## src/rtl/voice_mixer_tdm.sv

```systemverilog
// voice_mixer_tdm: time-multiplexed N-channel audio mixer.
// A sample_req pulse snapshots every voice sample, every per-channel gain and the
// master volume. One channel per clock then goes through a single shared multiplier
// into a wide accumulator. The sum is scaled by the master volume, saturated to
// SAMPLE_W, and presented with a one-cycle valid pulse.
//
// Ports:
//   clk          system clock
//   reset_n      asynchronous active-low reset
//   sample_req   single-cycle request at the audio sample rate
//   ch_samples   N_CH packed signed samples, ch0 in the LSBs
//   ch_gain      N_CH packed unsigned gains, ch0 in the LSBs (g scales by g/2^GAIN_W)
//   master_vol   unsigned master volume (v scales by v/2^VOL_W)
//   peak_clr     clears peak_level (present only with MIXER_PEAK_EN)
//   mixed_sample signed mixed output, held between updates
//   mixed_valid  one-cycle pulse when mixed_sample updates
//   busy         high from capture through the output cycle
//   clip         current mixed_sample was saturated
//   overrun      sticky: sample_req arrived while busy
//   peak_level   max |mixed_sample| since reset/clear (tied to 0 without MIXER_PEAK_EN)
//
// Optional feature macro: MIXER_PEAK_EN enables peak tracking and the peak_clr input.
module voice_mixer_tdm #(
    parameter int unsigned N_CH     = 8,
    parameter int unsigned SAMPLE_W = 24,
    parameter int unsigned GAIN_W   = 8,
    parameter int unsigned VOL_W    = 8
) (
    input  logic                       clk,
    input  logic                       reset_n,
    input  logic                       sample_req,
    input  logic [N_CH*SAMPLE_W-1:0]   ch_samples,
    input  logic [N_CH*GAIN_W-1:0]     ch_gain,
    input  logic [VOL_W-1:0]           master_vol,
`ifdef MIXER_PEAK_EN
    input  logic                       peak_clr,
`endif
    output logic [SAMPLE_W-1:0]        mixed_sample,
    output logic                       mixed_valid,
    output logic                       busy,
    output logic                       clip,
    output logic                       overrun,
    output logic [SAMPLE_W-2:0]        peak_level
);

    localparam int unsigned CL   = $clog2(N_CH);
    localparam int unsigned PW   = SAMPLE_W + GAIN_W + 1;   // signed x unsigned product
    localparam int unsigned AW   = PW + CL;                 // accumulator, cannot overflow
    localparam int unsigned SH_W = AW - GAIN_W;             // accumulator after gain shift
    localparam int unsigned MW   = SH_W + VOL_W + 1;        // volume product
    localparam int unsigned TW   = SH_W + 1;                // volume product after shift

    localparam logic [SAMPLE_W-1:0] SAT_MAX = {1'b0, {(SAMPLE_W-1){1'b1}}};
    localparam logic [SAMPLE_W-1:0] SAT_MIN = {1'b1, {(SAMPLE_W-1){1'b0}}};

    typedef enum logic [1:0] {StIdle, StAccum, StScale, StOut} state_e;

    state_e                     state_q, state_d;
    logic [N_CH*SAMPLE_W-1:0]   snap_samples_q, snap_samples_d;
    logic [N_CH*GAIN_W-1:0]     snap_gain_q, snap_gain_d;
    logic [VOL_W-1:0]           snap_vol_q, snap_vol_d;
    logic signed [AW-1:0]       acc_q, acc_d;
    logic [CL-1:0]              idx_q, idx_d;
    logic signed [TW-1:0]       t_q, t_d;
    logic [SAMPLE_W-1:0]        mixed_q, mixed_d;
    logic                       valid_q, valid_d;
    logic                       clip_q, clip_d;
    logic                       overrun_q, overrun_d;

    // Shared multiply-accumulate datapath
    logic [SAMPLE_W-1:0]        cur_sample;
    logic [GAIN_W-1:0]          cur_gain;
    logic signed [PW-1:0]       s_ext, g_ext, prod;
    logic signed [MW-1:0]       a_ext, v_ext, vprod;
    logic signed [TW-1:0]       scaled;
    logic [TW-SAMPLE_W:0]       hi_bits;
    logic                       ovf;
    logic [SAMPLE_W-1:0]        sat_val;

    assign cur_sample = snap_samples_q[idx_q*SAMPLE_W +: SAMPLE_W];
    assign cur_gain   = snap_gain_q[idx_q*GAIN_W +: GAIN_W];
    assign s_ext      = {{(GAIN_W+1){cur_sample[SAMPLE_W-1]}}, cur_sample};
    assign g_ext      = {{(SAMPLE_W+1){1'b0}}, cur_gain};
    assign prod       = s_ext * g_ext;

    // Dropping the low bits of a two's-complement value is a floor shift.
    assign a_ext  = {{(VOL_W+1){acc_q[AW-1]}}, acc_q[AW-1:GAIN_W]};
    assign v_ext  = {{(SH_W+1){1'b0}}, snap_vol_q};
    assign vprod  = a_ext * v_ext;
    assign scaled = vprod[MW-1:VOL_W];

    // Value fits SAMPLE_W only if all bits from the output sign bit upward agree.
    assign hi_bits = t_q[TW-1:SAMPLE_W-1];
    assign ovf     = ~((&hi_bits) | ~(|hi_bits));
    assign sat_val = ovf ? (t_q[TW-1] ? SAT_MIN : SAT_MAX) : t_q[SAMPLE_W-1:0];

    always_comb begin
        state_d        = state_q;
        snap_samples_d = snap_samples_q;
        snap_gain_d    = snap_gain_q;
        snap_vol_d     = snap_vol_q;
        acc_d          = acc_q;
        idx_d          = idx_q;
        t_d            = t_q;
        mixed_d        = mixed_q;
        valid_d        = 1'b0;
        clip_d         = clip_q;
        overrun_d      = overrun_q;

        if (sample_req && (state_q != StIdle)) begin
            overrun_d = 1'b1;
        end

        unique case (state_q)
            StIdle: begin
                if (sample_req) begin
                    snap_samples_d = ch_samples;
                    snap_gain_d    = ch_gain;
                    snap_vol_d     = master_vol;
                    acc_d          = '0;
                    idx_d          = '0;
                    state_d        = StAccum;
                end
            end
            StAccum: begin
                acc_d = acc_q + {{CL{prod[PW-1]}}, prod};
                idx_d = idx_q + 1'b1;
                if (idx_q == CL'(N_CH - 1)) begin
                    state_d = StScale;
                end
            end
            StScale: begin
                t_d     = scaled;
                state_d = StOut;
            end
            StOut: begin
                mixed_d = sat_val;
                clip_d  = ovf;
                valid_d = 1'b1;
                state_d = StIdle;
            end
            default: state_d = StIdle;
        endcase
    end

    always_ff @(posedge clk or negedge reset_n) begin
        if (!reset_n) begin
            state_q        <= StIdle;
            snap_samples_q <= '0;
            snap_gain_q    <= '0;
            snap_vol_q     <= '0;
            acc_q          <= '0;
            idx_q          <= '0;
            t_q            <= '0;
            mixed_q        <= '0;
            valid_q        <= 1'b0;
            clip_q         <= 1'b0;
            overrun_q      <= 1'b0;
        end else begin
            state_q        <= state_d;
            snap_samples_q <= snap_samples_d;
            snap_gain_q    <= snap_gain_d;
            snap_vol_q     <= snap_vol_d;
            acc_q          <= acc_d;
            idx_q          <= idx_d;
            t_q            <= t_d;
            mixed_q        <= mixed_d;
            valid_q        <= valid_d;
            clip_q         <= clip_d;
            overrun_q      <= overrun_d;
        end
    end

    assign mixed_sample = mixed_q;
    assign mixed_valid  = valid_q;
    assign clip         = clip_q;
    assign overrun      = overrun_q;
    assign busy         = (state_q != StIdle);

`ifdef MIXER_PEAK_EN
    logic [SAMPLE_W-2:0] peak_q, peak_d, mag;

    // |-2^(SAMPLE_W-1)| does not fit, so it saturates to all ones.
    always_comb begin
        mag = sat_val[SAMPLE_W-2:0];
        if (sat_val[SAMPLE_W-1]) begin
            mag = (sat_val == SAT_MIN) ? '1 : (~sat_val[SAMPLE_W-2:0]) + 1'b1;
        end
    end

    always_comb begin
        peak_d = peak_q;
        if (peak_clr) begin
            peak_d = (state_q == StOut) ? mag : '0;
        end else if ((state_q == StOut) && (mag > peak_q)) begin
            peak_d = mag;
        end
    end

    always_ff @(posedge clk or negedge reset_n) begin
        if (!reset_n) begin
            peak_q <= '0;
        end else begin
            peak_q <= peak_d;
        end
    end

    assign peak_level = peak_q;
`else
    assign peak_level = '0;
`endif

endmodule
```

## config.mk

```make
export PLATFORM = sky130hd
export DESIGN_NAME = voice_mixer_tdm
export DESIGN_NICKNAME = d
export VERILOG_FILES = /design/src/rtl/voice_mixer_tdm.sv
export SDC_FILE = /design/constraint.sdc
export NUM_CORES = 2
export LEC_CHECK = 0
export CORE_ASPECT_RATIO = 2
export CORE_MARGIN = 10
export CORE_UTILIZATION = 64
export DETAILED_ROUTE_END_ITERATION = 8
export PLACE_DENSITY = 0.93
export SKIP_CTS_REPAIR_TIMING = 1
export SYNTH_ARGS = -nofsm -noshare
export SYNTH_HDL_FRONTEND = slang
export SYNTH_SLANG_ARGS = --single-unit
```

## constraint.sdc

```tcl
create_clock -name clk -period 12.8 [get_ports clk]
set_clock_uncertainty 0.05 [all_clocks]
set_input_delay 2.56 -clock clk [delete_from_list [all_inputs] [get_ports clk]]
set_output_delay 2.56 -clock clk [all_outputs]
set_load 0.01 [all_outputs]
```

# ---- Word-level counts from Yosys, hierarchy flattened
# Cells that the tools add are included.
dict set report word_totals {
  ff_bits 361
  inputBits 267
  out_inout_bits 51
}
dict set report classes {
  n_addsub 2
  mul 3
  eq_ne 6
  shift 2
  muxes 10
  n_bitwise 3
  reduce_logical 9
}
# operator count
set ops {}
lappend ops {{$shiftx A192 B9 Y24} 1}
lappend ops {{$pmux W36 S2} 1}
lappend ops {{$shiftx A64 B7 Y8} 1}
lappend ops {{$mux W24} 2}
lappend ops {{$mul A28 B9 Y37} 1}
lappend ops {{$add A36 B36 Y36} 1}
lappend ops {{$mux W36} 1}
lappend ops {{$mul A24 B9 Y33} 1}
lappend ops {{$pmux W2 S4} 1}
lappend ops {{$pmux W3 S2} 1}
lappend ops {{$reduce_and A2 Y1} 3}
lappend ops {{$reduce_and A6 Y1} 1}
lappend ops {{$reduce_or A6 Y1} 1}
lappend ops {{$mul A3 B2 Y5 const B} 1}
lappend ops {{$eq A2 B2 Y1 const B} 2}
lappend ops {{$mux W2} 2}
lappend ops {{$ne A2 B2 Y1 const B} 2}
lappend ops {{$reduce_bool A2 Y1} 2}
lappend ops {{$add A3 B1 Y3 const B} 1}
lappend ops {{$eq A3 B3 Y1 const B} 1}
lappend ops {{$mux W3} 1}
lappend ops {{$eq A2 B1 Y1 const B} 1}
lappend ops {{$logic_not A2 Y1} 1}
lappend ops {{$not A1 Y1} 2}
lappend ops {{other kinds (3)} 3}

# ---- Logic depth before layout (Yosys ltp)
dict set report depth {
  depth_word 5
  depth_mapped 35
  mapped_depth_nobuf 33
}

# ---- Worst setup path after synthesis
# Ideal clock, no wire load.
dict set report synth_timing {
  path_type {reg-to-reg}
  startpoint {reg idx_q[0]}
  endpoint {reg acc_q[35]}
  setup_time_ps 82
  arrival_time_ps 8685
  required_time_ps 12668
  slack_ps 3983
  path_stages_with_launch 36
  synth_period_minus_slack_ps 8817
  path_cell_list {dfrtp_1 buf_2 buf_2 buf_1 mux4_2 mux2i_1 inv_1 nand2_1 fa_1 inv_1 fa_1 fa_1 inv_1 fa_1 inv_1 ha_1 and3_1 or2_1 a222oi_1 a211oi_1 a2111oi_2 nor2b_1 o41a_1 a221oi_4 xnor2_1 ha_1 nand2_1 o21ai_1 nor4_1 a21oi_1 a21oi_1 o21ai_0 a221oi_1 xor2_1 a21oi_1 o22ai_1}
}
dict set report synth_between {
  elab_chain_cells 5
  word_cells_on_any_way 6
  classes_between {add/sub: 1; mul: 2; shift: 2; mux: 1}
}
# element line
set synth_lines {}
lappend synth_lines {{start, declared} 63} ;# logic [CL-1:0] idx_q, idx_d;
lappend synth_lines {{start signal, assigned} 165} ;# idx_q <= idx_d;
lappend synth_lines {{$mul A3 B2 Y5} 80} ;# assign cur_sample = snap_samples_q[idx_q*SAMPLE_W +: SAMPLE_W];
lappend synth_lines {{$shiftx A192 B9 Y24} 80}
lappend synth_lines {{$mul A24 B9 Y33 (*)} 84} ;# assign prod = s_ext * g_ext;
lappend synth_lines {{$add A36 B36 Y36 (*)} 126} ;# acc_d = acc_q + {{CL{prod[PW-1]}}, prod};
lappend synth_lines {{$pmux W36 S2 (*)} 114} ;# unique case (state_q)
lappend synth_lines {{end signal, assigned} 152} ;# acc_q <= '0;
lappend synth_lines {{end signal, assigned} 164} ;# acc_q <= acc_d;
lappend synth_lines {{end, declared} 62} ;# logic signed [AW-1:0] acc_q, acc_d;
# Every way passes the cells marked *; elsewhere a longest branch is shown, timed or not.
# A chain may end at the register's enable or synchronous reset.

# ---- Worst setup path after layout
dict set report layout_timing {
  startpoint {reg idx_q[0]}
  endpoint {reg acc_q[33]}
}
# The elaborated chain is that of the path after synthesis.

==> out/results.ini <==
[setup_path]
slowest_stage=dfrtp_4
cpPeakStageDelay_ns=0.82
crit_path_frequent_cell=fa_1
r2r-end=acc_q[33]
reg2reg_from=idx_q[0]
cp-start-kind=flop
critPathKind=reg2reg
crit_arrival_ns=10.80
critPathCapture=acc_q[33]
reg2reg_depth=29
cp_max_fo=37
r2r_setup_slack_ns=2.43
required_ns=13.23
end_kind=flop
startpoint=idx_q[0]

[synth]
ys_async_sr_fraction_pct=100.0
synth-main-ff-cell=dfrtp_1
synth.area.top_cells=dfrtp_1 (29%), fa_1 (21%), mux2_2 (11%)
ys_warn_count=0
netlist_area_um2=31250
yosysMostFrequentCell=inv_1
ys_types=71
netlist.area_leader.share_pct=28.91
synth-seq-area-share_pct=28.91
yosys-top-cells-count=inv_1 (459), dfrtp_1 (361), fa_1 (324)
synth_cells=2946
synth-seq-cells=361
synth_area_per_cell_um2=10.61
synth_edf_count=0
yosysTopAreaCell=dfrtp_1

[sta]
worst_pin_slew_ns=1.253
hold_viol=0
max_slew_margin_pct=16.45
slew_viol_final=0
post-route-min-period_ns=10.37
rsz0062_at_grt=false
setup_slack_ns=2.427
setup_viol=0
min_period_over_period_pct=81.04
clock.fmax_mhz=96.40
tns_ns=0

[worst_hold_path]
min_path_type=reg2reg

[final_layout]
layout-drive-gt1-share_pct=14.21
fillers=2773
area_delta_synth_final_pct=14.84
multi_input_area_um2=19960
utilization_pct=74.22
finalNetCount=3940
seq_area_um2=9040

[route]
wl_per_cell_um=23.21
drt_first_pass_iters=6
drt-initial-drc-count=2044
drc=0
via_count=23750
ant_nets=0
routed_wl_mm=89.00
viasPerCell=6.195

[die]
die_x_um=176.3
core_um2=48350
die-area_um2=58600
core.rowCount=114
start_util_pct=64.63
die_h_um=332.5
ioPinCount=318

[clock_network]
cts_tree=yes
cts_buffers=34
cts-root-buf=clkbuf_16
clkTransAtPathRegs_ns=0.08
cts.sinks=361
clock_latency_ns=0.60
ctsHtreeMaxLevel=2
clockBufferDepth=3

[grt]
grt_usage_pct=30.68
gr-total-overflow=0
grt_pass1_vias=26486
grt_pass1_wl_mm=142.1
antenna_found_initial=1
grt_max_degree=190

[placed_design]
dpl_worst_slack_ns=2.842
place_hpwl_mm=63.75
routabilityCongestion=0.9305
io_buffers=294

[run_status]
status=finished, final reports clean

[run]
cap_viol_max_count=0

==> cell families after synthesis <==
family | Yosys count | share of synthesized area [%]
mux | 386 | 16.10
xor+xnor | 93 | 2.606
compound gates | 339 | 6.711
buf+inv | 606 | 7.567
flops | 361 | 28.91
simple gates | 657 | 10.17
other cells | 1 | 0.01200
fa+ha+maj | 503 | 27.92
==> critical path: cells and delay by family (launching register included) <==
kind	cells	cell delay, ns
compound gates	9	2.66
xor+xnor	2	0.33
fa+ha+maj	6	2.79
buf+inv	3	0.83
flops	1	0.82
mux	2	1.18
simple gates	7	1.56
==> metrics by stage <==
stage               instances  area, um^2  hold WS (ns)
floorplan                2968       31330        0.4063
detailed placement       3772       34640        0.4109
global placement         3772       34640        0.3898
finish                   3834       35890        0.4167
CTS                      3832       35880        0.4242
global route             3833       35890        0.4322
==> routing by layer <==
| layer | GRT usage [%] | share of wire (%) | up-vias |
|---|---|---|---|
| li1 | - | - | 9986 |
| met1 | 30.50 | 32 | 11743 |
| met2 | 54.34 | 52 | 1506 |
| met3 | 7.990 | 8.5 | 515 |
| met4 | 21.13 | 8.1 | 0 |
| met5 | 0 | 0 | - |
==> sequential cells by signal, indices dropped and copies added (netlist names), 2 cells and up <==
register and cells:
snap_vol_q 8, acc_q 36, idx_q 3, t_q 29, snap_samples_q 192, mixed_sample 24, state_q 2, snap_gain_q 64
==> how the worst min path moves through the flow <==
stage	from	endpoint	slack [ns]	cells after the start
floorplan	acc_q[3]	acc_q[3]	0.41	2
global placement	overrun	overrun	0.39	1
detailed placement	overrun	overrun	0.41	1
CTS	overrun	overrun	0.42	1
global route	overrun	overrun	0.43	1
finish	overrun	overrun	0.42	1
==> cells in the final DEF, fill, tap and decap left out, types with 4 or more instances in the layout <==
cell type | netlist | routed
a211oi_1 | 8 | 8
a21o_1 | 43 | 43
a21oi_1 | 135 | 135
a22o_1 | 4 | 4
a31oi_1 | 9 | 9
and2_1 | 141 | 141
and3_1 | 10 | 10
buf_4 | 23 | 16
bufinv_16 | 0 | 7
clkbuf_1 | 107 | 4
clkbuf_16 | 0 | 34
clkbuf_8 | 0 | 5
clkdlybuf4s50_1 | 0 | 293
clkinv_2 | 0 | 5
conb_1 | 1 | 23
dfrtp_1 | 361 | 358
fa_1 | 324 | 324
ha_1 | 179 | 179
inv_1 | 459 | 459
mux2_2 | 293 | 293
mux2i_1 | 29 | 24
mux2i_2 | 0 | 5
mux4_2 | 64 | 64
nand2_1 | 187 | 186
nand2b_1 | 52 | 52
nand3_1 | 17 | 17
nand4_1 | 14 | 14
nor2_1 | 173 | 173
nor2b_1 | 22 | 22
nor3_1 | 18 | 18
o211ai_1 | 7 | 7
o21a_1 | 12 | 12
o21ai_0 | 37 | 37
o21ai_1 | 34 | 34
o21bai_1 | 10 | 10
or2_2 | 7 | 7
or3_1 | 5 | 5
xnor2_1 | 57 | 57
xor2_1 | 36 | 36
==> area by class of cell <==
| class | count | area share [%] |
|---|---|---|
| Sequential cell | 361 | 25.19 |
| Clock buffer | 43 | 2.604 |
| Inverter | 460 | 4.811 |
| Tap cell | 638 | 2.224 |
| Antenna cell | 2 | 0.01395 |
| Timing Repair Buffer | 312 | 8.660 |
| Clock inverter | 17 | 0.8681 |
| Multi-Input combinational cell | 2001 | 55.63 |
Power is not shown: default switching activity piles up to over one toggle a cycle in this logic, so the estimate is an artifact.
